### config.mk
export PLATFORM = sky130hd
export DESIGN_NAME = counter_ctrl_flat
export DESIGN_NICKNAME = d
export VERILOG_FILES = /design/src/rtl/counter_ctrl_pkg.sv /design/src/rtl/counter_ctrl_if.sv /design/src/rtl/counter_ctrl_count_en.sv /design/src/rtl/counter_ctrl.sv /design/src/flat_wrapper.sv
export SDC_FILE = /design/constraint.sdc
export NUM_CORES = 1
export LEC_CHECK = 0
export ABC_AREA = 1
export CORE_MARGIN = 8
export CORE_UTILIZATION = 47
export DETAILED_ROUTE_END_ITERATION = 10
export GPL_ROUTABILITY_DRIVEN = 0
export PLACE_DENSITY = 0.76
export REMOVE_ABC_BUFFERS = 1
export SYNTH_ARGS = -nofsm -noshare
export SYNTH_HDL_FRONTEND = slang
export SYNTH_SLANG_ARGS = --single-unit
### constraint.sdc
create_clock -name clk -period 1.7 [get_ports clk]
set_input_delay 0.255 -clock clk [delete_from_list [all_inputs] [get_ports clk]]
set_output_delay 0.255 -clock clk [all_outputs]
set_load 0.05 [all_outputs]
### src/rtl/counter_ctrl_pkg.sv
// ---------------------------------------------------------------------------
// counter_ctrl_pkg
// Shared definitions for the counter sequencing controller: default widths,
// the controller state encoding and a small state-decode helper.
// No ports (package).
// ---------------------------------------------------------------------------
package counter_ctrl_pkg;

    // Default width of the counter and of the terminal count
    localparam int DEF_BITS      = 4;
    // Default width of the repeat count and of the pass index
    localparam int DEF_REPS_BITS = 3;

    // Controller states, 2-bit encoding
    typedef enum logic [1:0] {
        IDLE = 2'd0,
        RUN  = 2'd1,
        HOLD = 2'd2,
        DONE = 2'd3
    } ctrl_state_t;

    // A run is in progress while the controller is counting or paused
    function automatic logic isBusyState(input ctrl_state_t s);
        return (s == RUN) || (s == HOLD);
    endfunction

endpackage

### src/rtl/counter_ctrl_if.sv
// ---------------------------------------------------------------------------
// counter_ctrl_if
// Command/status bundle between a host and the counter sequencing controller.
//   Host -> controller : start, stop, pause, limit, reps
//   Controller -> host : count, rep_idx, busy, tick, done
// Modports: master (host side), slave (controller side).
// ---------------------------------------------------------------------------
interface counter_ctrl_if
    import counter_ctrl_pkg::*;
#(
    parameter int BITS      = DEF_BITS,
    parameter int REPS_BITS = DEF_REPS_BITS
) ();

    logic                 start;
    logic                 stop;
    logic                 pause;
    logic [BITS-1:0]      limit;
    logic [REPS_BITS-1:0] reps;
    logic [BITS-1:0]      count;
    logic [REPS_BITS-1:0] rep_idx;
    logic                 busy;
    logic                 tick;
    logic                 done;

    modport master (
        output start, stop, pause, limit, reps,
        input  count, rep_idx, busy, tick, done
    );

    modport slave (
        input  start, stop, pause, limit, reps,
        output count, rep_idx, busy, tick, done
    );

endinterface

### src/rtl/counter_ctrl_count_en.sv
// ---------------------------------------------------------------------------
// count_en
// BITS-wide up counter with synchronous clear and count enable.
// Ports:
//   clk      rising-edge clock
//   r        synchronous active-high reset
//   i_clr    synchronous clear, wins over i_en
//   i_en     count enable
//   o_count  registered counter value
// ---------------------------------------------------------------------------
module count_en
    import counter_ctrl_pkg::*;
#(
    parameter int BITS = DEF_BITS
) (
    input  logic            clk,
    input  logic            r,
    input  logic            i_clr,
    input  logic            i_en,
    output logic [BITS-1:0] o_count
);

    logic [BITS-1:0] r_count;

    // Counter register: reset, then clear, then increment.
    // Wrapping is never relied on; the controller clears on its terminal compare.
    always_ff @(posedge clk) begin
        if (r) begin
            r_count <= '0;
        end else if (i_clr) begin
            r_count <= '0;
        end else if (i_en) begin
            r_count <= r_count + 1'b1;
        end
    end

    assign o_count = r_count;

endmodule

### src/rtl/counter_ctrl.sv
// ---------------------------------------------------------------------------
// counter_ctrl
// Sequencing controller around an enable counter. A start in IDLE latches a
// terminal count and a repeat count; the counter then runs 0..limit for
// reps+1 passes. Pause freezes counting, stop aborts the run. A tick pulse
// marks each completed pass and a done pulse marks the end of the last one.
// Ports:
//   clk   rising-edge clock
//   r     synchronous active-high reset
//   bus   counter_ctrl_if.slave (start/stop/pause/limit/reps in,
//         count/rep_idx/busy/tick/done out, all outputs registered)
// ---------------------------------------------------------------------------
module counter_ctrl
    import counter_ctrl_pkg::*;
#(
    parameter int BITS      = DEF_BITS,
    parameter int REPS_BITS = DEF_REPS_BITS
) (
    input  logic          clk,
    input  logic          r,
    counter_ctrl_if.slave bus
);

    ctrl_state_t          r_state;
    ctrl_state_t          w_nextState;
    logic [BITS-1:0]      r_limitQ;
    logic [REPS_BITS-1:0] r_repsQ;
    logic [REPS_BITS-1:0] r_repIdx;
    logic                 r_busy;
    logic                 r_tick;
    logic                 r_done;

    logic                 w_accept;
    logic                 w_abort;
    logic                 w_running;
    logic                 w_terminal;
    logic                 w_lastPass;
    logic [BITS-1:0]      w_count;

    // Next-state and per-edge event decode. Priority is stop > pause > count.
    // HOLD counts on the same edge that sees pause low again, so every
    // paused edge costs exactly one cycle of run time.
    always_comb begin
        w_nextState = r_state;
        w_accept    = 1'b0;
        w_abort     = 1'b0;
        w_running   = 1'b0;
        w_terminal  = 1'b0;
        w_lastPass  = (r_repIdx == r_repsQ);
        case (r_state)
            IDLE: begin
                if (bus.start) begin
                    w_accept    = 1'b1;
                    w_nextState = RUN;
                end
            end
            RUN, HOLD: begin
                if (bus.stop) begin
                    w_abort     = 1'b1;
                    w_nextState = IDLE;
                end else if (bus.pause) begin
                    w_nextState = HOLD;
                end else begin
                    w_running   = 1'b1;
                    w_nextState = RUN;
                    if (w_count == r_limitQ) begin
                        w_terminal = 1'b1;
                        if (w_lastPass) begin
                            w_nextState = DONE;
                        end
                    end
                end
            end
            DONE: begin
                w_nextState = IDLE;
            end
            default: begin
                w_nextState = IDLE;
            end
        endcase
    end

    // State register
    always_ff @(posedge clk) begin
        if (r) begin
            r_state <= IDLE;
        end else begin
            r_state <= w_nextState;
        end
    end

    // Latched command, pass index and registered status pulses.
    // tick follows every terminal edge, so it lines up with count=0 of the
    // next pass or with done on the last pass; an abort never reaches here
    // as a terminal because stop outranks counting.
    always_ff @(posedge clk) begin
        if (r) begin
            r_limitQ <= '0;
            r_repsQ  <= '0;
            r_repIdx <= '0;
            r_busy   <= 1'b0;
            r_tick   <= 1'b0;
            r_done   <= 1'b0;
        end else begin
            r_tick <= w_terminal;
            r_done <= (w_nextState == DONE);
            r_busy <= isBusyState(w_nextState);
            if (w_accept) begin
                r_limitQ <= bus.limit;
                r_repsQ  <= bus.reps;
                r_repIdx <= '0;
            end else if (w_abort) begin
                r_repIdx <= '0;
            end else if (w_terminal && !w_lastPass) begin
                r_repIdx <= r_repIdx + 1'b1;
            end
        end
    end

    // Counter clears on a new command, at the end of each pass and on abort
    count_en #(
        .BITS (BITS)
    ) u_countEn (
        .clk     (clk),
        .r       (r),
        .i_clr   (w_accept | w_terminal | w_abort),
        .i_en    (w_running),
        .o_count (w_count)
    );

    assign bus.count   = w_count;
    assign bus.rep_idx = r_repIdx;
    assign bus.busy    = r_busy;
    assign bus.tick    = r_tick;
    assign bus.done    = r_done;

endmodule

### src/flat_wrapper.sv
// flat-port wrapper written by rule: the top's interface ports become plain ports
module counter_ctrl_flat import counter_ctrl_pkg::*;
#(
    parameter int BITS      = DEF_BITS,
    parameter int REPS_BITS = DEF_REPS_BITS
)
  (clk, r, bus_start, bus_stop, bus_pause, bus_limit, bus_reps, bus_count, bus_rep_idx, bus_busy, bus_tick, bus_done);
  counter_ctrl_if #(.BITS(BITS), .REPS_BITS(REPS_BITS)) bus_i ();
  input  logic clk;
  input  logic r;
  input wire logic [$bits(bus_i.start)-1:0] bus_start;
  input wire logic [$bits(bus_i.stop)-1:0] bus_stop;
  input wire logic [$bits(bus_i.pause)-1:0] bus_pause;
  input wire logic [$bits(bus_i.limit)-1:0] bus_limit;
  input wire logic [$bits(bus_i.reps)-1:0] bus_reps;
  output wire logic [$bits(bus_i.count)-1:0] bus_count;
  output wire logic [$bits(bus_i.rep_idx)-1:0] bus_rep_idx;
  output wire logic [$bits(bus_i.busy)-1:0] bus_busy;
  output wire logic [$bits(bus_i.tick)-1:0] bus_tick;
  output wire logic [$bits(bus_i.done)-1:0] bus_done;
  assign bus_i.start = bus_start;
  assign bus_i.stop = bus_stop;
  assign bus_i.pause = bus_pause;
  assign bus_i.limit = bus_limit;
  assign bus_i.reps = bus_reps;
  assign bus_count = bus_i.count;
  assign bus_rep_idx = bus_i.rep_idx;
  assign bus_busy = bus_i.busy;
  assign bus_tick = bus_i.tick;
  assign bus_done = bus_i.done;
  counter_ctrl #(.BITS(BITS), .REPS_BITS(REPS_BITS)) u_core (.clk(clk), .r(r), .bus(bus_i));
endmodule
==> results <==
- The count of nets left with antenna violations once routing finished came out at 0.
- In this run the vertical extent of the chip is 60.24 um.
- The number of cells traversed by the worst hold path is 2.
- The worst path meets setup with 0.2024 ns of slack.
- The register area share after synthesis is 41.36%.
- The area of the die is about 3600 um2.
- The setup check on the worst reg-to-reg path leaves a slack of 0.20 ns.
- In this run the number of H-tree levels came out at 1.
- The tightest hold margin is 0.4770 ns.
- The number of different library cells used by synthesis comes to 17.
- Across all layers, the routed design uses 853 vias.
- The detailed placement HPWL is approximately 1600 um.
- The capture point of the worst reg-to-reg path is u_core.bus.busy.
- The final max-slew violation count was 0.
- The total power divided by cell area is 730.8 nW/um2.
- Setup repair after global routing left no endpoint under its margin.
- During synthesis, Yosys emitted a total of 0 warnings.
- The final wirelength is 1971 um.
- The initial antenna violation count is 0.
- The share of total power consumed by net switching is 27.83%.
- For the final database, setup skew stands at 0.001307 ns.
- Combinational logic burns 20.1% of the power.
- The aggregate global routing overflow is 0.
- The internal power of the cells totals about 0.63 mW.
- In this run the tightest slew margin relative to its limit is 84.33%.
- The number of ports placed on the die boundary is 22.
- The worst hold path terminates at u_core.r_repsQ[1].
- After layout, the design draws a total of between 0.8 and 0.9 mW.
- The all-layer global routing usage is 12.36%.
- For this design, the sink count on the clock tree is 19.
- TritonCTS built the clock tree.
- The flow ran to the end, and the final reports show no timing, DRC or antenna violations.
- The kind of start point of the critical path is a flip-flop.
- After the first detailed-routing iteration, the DRC count stood at 24.
- In this run, CTS created clock tree buffers numbering 3.
- Counting flops and latches in the post-synthesis netlist gives 19.
- The static leakage is 0.5615 nW.
- The placement-stage worst setup slack is 0.05774 ns.
- The worst path uses between 80% and 90% of the clock period.
- The transition time at the pin with the least slew margin is 0.2326 ns.
- The startpoint of the worst-slack reg-to-reg timing path is u_core.u_countEn.o_count[0].
- In this design, the stage delay of the slowest critical-path cell is 0.43 ns.
- After synthesis, the mean cell area works out to roughly 7.3 um2.
- Setup violations remaining at the end of the flow were counted as 0.
- The area of the core is ~1900 um2.
- The time the final worst path needs with I/O delays and setup is approximately 1.5 ns.
- The starting density of the core is 48.36%.
- Synthesis produced a netlist whose cell count is 126.
- The net count of the finished layout is 173.
- Summed over all nets, the switching power comes to around 0.24 mW.
- The library cell appearing most often on the critical path is sky130_fd_sc_hd__nand2_1.
- The antenna diode count is 0.
- The highest clock frequency the design can meet is 667.8 MHz.
- The total instance count after detailed placement is 178.
- The summed instance area of the synthesized netlist is 919.6 um2.
- The clock-pin slew reported for the worst setup and hold paths after clock tree synthesis is 0.10 ns.
- Across the run, the number of max-cap violations was 0.
- The insertion delay of the later-clocked pin in the worst-skew pair is 0.30 ns.
- The count of fill cells added during filler insertion is 190.
- The number of global-route vias before repair is 844.
- The path type of the worst setup path is flip-flop to flip-flop.
- The share of total power in sequential cells is between 50% and 60%.
- The launch point of the worst hold path is u_core.r_repsQ[1].
- The number of cells traversed by the worst register-to-register path is 11.
- The clock network burns 25.6% of the power.
- The finished layout holds 182 standard cells, fillers aside.
- The number of cell rows is 16.
- The count of input and output buffers is 21.
- Walking the worst path, the cells encountered are nand2_1 -> nand2_2 -> nand2_2 -> nor2_4 -> nand2_1 -> nand2_1 -> nand2_2 -> nand2_1 -> ha_1 -> inv_1 -> nor2_1.
- In this run the worst hold path is classified as flip-flop to flip-flop.
- After detailed routing, the number of vias per cell comes to 4.687.
- The total count of hold-check failures in the final report came to 0.
- The standard cell with the maximum stage delay on the critical path is sky130_fd_sc_hd__dfxtp_1.
- In this run the clock root is driven by a sky130_fd_sc_hd__clkbuf_4.
- Data on the critical path arrives at its endpoint at 1.70 ns.
- The first global-routing pass estimated 3374 um of wire.
- Measured along the x axis, the die boundary spans about 60 um.
- The post-CTS repair timing setup buffer count is 0.
- The layout cell share with drive strength beyond 1 is 16.13%.
- Entering global routing, the biggest net connects 11 pins.
- The type of destination of the critical path is a flip-flop.
- The length of the first detailed-routing pass in iterations is 4.
- After detailed routing, the number of remaining DRC violations is 0.
- Compared with the post-synthesis result, the final layout area differs by 30.88%.
- The maximum root-to-sink buffer count is 2.
- The peak supply drop is between 0.5 and 0.6 mV.
- After detailed routing, the average wire length per cell comes to 10.83 um.
- Of all nets on the critical path, the largest fanout is 6.
- The required time at the worst-slack endpoint is 1.91 ns.
cells in the mapped netlist:
library cell / instances / area share (%)
sky130_fd_sc_hd__dfxtp_1: 19 / 41
sky130_fd_sc_hd__nor3b_1: 1 / 0.82
sky130_fd_sc_hd__xor2_1: 3 / 2.9
sky130_fd_sc_hd__clkbuf_1: 1 / 0.41
sky130_fd_sc_hd__a21oi_1: 8 / 4.4
sky130_fd_sc_hd__xnor2_1: 4 / 3.8
sky130_fd_sc_hd__inv_1: 17 / 6.9
sky130_fd_sc_hd__nor2_4: 1 / 1.2
sky130_fd_sc_hd__nand4_1: 2 / 1.4
sky130_fd_sc_hd__nor2_1: 19 / 7.8
sky130_fd_sc_hd__nand3_1: 3 / 1.6
sky130_fd_sc_hd__o21ai_0: 8 / 4.4
sky130_fd_sc_hd__nand2_2: 3 / 2.0
sky130_fd_sc_hd__nand3_2: 1 / 1.1
sky130_fd_sc_hd__nand2_1: 30 / 12
sky130_fd_sc_hd__a21oi_2: 1 / 0.95
sky130_fd_sc_hd__ha_1: 5 / 6.8
logic make-up (layout without fill, tap and decap cells):
family,Yosys count,count (layout),share of synthesized area (%)
XOR/XNOR,7,7,6.667
AO/OA/AOI/OAI,17,17,9.660
adder cells (fa/ha/maj),5,5,6.803
flip-flops,19,19,41.36
AND/OR/NAND/NOR,60,60,28.16
buffers and inverters,18,47,7.346
placed cells by master, fill, tap and decap left out, drive strengths merged:
cell,netlist,layout
ha,5,5
nand4,2,2
nand3,4,4
clkdlybuf4s50,0,11
dfxtp,19,19
inv,17,17
a21oi,9,9
clkbuf,1,4
xnor2,4,4
nand2,33,33
xor2,3,3
nor3b,1,1
nor2,20,20
buf,0,15
o21ai,8,8
per-stage QoR:
| step | util (%) | setup TNS (ns) | area [um2] |
|---|---|---|---|
| 2_1_floorplan | - | -0.02038 | 915.9 |
| 3_3_place_gp | 61.64 | 0 | 1172 |
| 3_5_place_dp | 61.64 | 0 | 1172 |
| 4_1_cts | 63.03 | 0 | 1199 |
| 5_1_grt | 63.29 | 0 | 1204 |
| 6_report | 63.29 | 0 | 1204 |
critical path, delay by kind of cell (launching register included):
kind | cells | cell delay (ns)
AND/OR/NAND/NOR | 9 | 0.69
flip-flops | 1 | 0.43
adder cells (fa/ha/maj) | 1 | 0.22
buffers and inverters | 1 | 0.05
worst max-delay path by stage:
stage                                           start               to  slack (ns)  cells after the start
after global placement                       bus_stop  u_core.bus.busy        0.11                      7
after global routing      u_core.u_countEn.o_count[2]  u_core.bus.busy        0.04                     10
after detailed placement                     bus_stop  u_core.bus.busy        0.06                      7
final                     u_core.u_countEn.o_count[0]  u_core.bus.busy        0.20                     11
after floorplan           u_core.u_countEn.o_count[0]  u_core.bus.busy       -0.02                     11
after CTS                           u_core.r_state[0]  u_core.bus.busy        0.10                      8
power groups by stage:
stage	Combinational, mW	Sequential, mW	Clock [mW]
after floorplan	0.0969	0.500	0
after global placement	0.172	0.488	0
after detailed placement	0.175	0.489	0
after CTS	0.176	0.479	0.232
after global routing	0.200	0.482	0.250
final	0.176	0.478	0.225
final cells by class:
class / instances / area (um2) / share of cell area, %
Inverter: 17 / 63.81 / 5.301
Tap cell: 27 / 33.78 / 2.807
Sequential cell: 19 / 380.4 / 31.60
Timing Repair Buffer: 26 / 222.7 / 18.50
Multi-Input combinational cell: 89 / 476.7 / 39.61
Clock buffer: 4 / 26.28 / 2.183
sequential cells by signal (all words and copies together), names as in the netlist:
signal                    count
u_core.u_countEn.o_count      4
u_core.bus.tick               1
u_core.bus.rep_idx            3
u_core.r_limitQ               4
u_core.r_repsQ                3
u_core.bus.busy               1
u_core.bus.done               1
u_core.r_state                2
timing repair:
item / 4_1_cts / 5_1_grt
hold buffers: 0 / 0
endpoints found under the setup margin: 0 / 1
gates resized for setup: 0 / 1
metal layers:
metal  vias up  global-route usage [%]  wire (um)
li1        450                       -          -
met1       379                   13.34        877
met2        19                   19.82        895
met3         5                   4.301        152
met4         0                   8.163         46
met5         -                       0          0
Note: power is estimated with default switching activity, not from simulation.
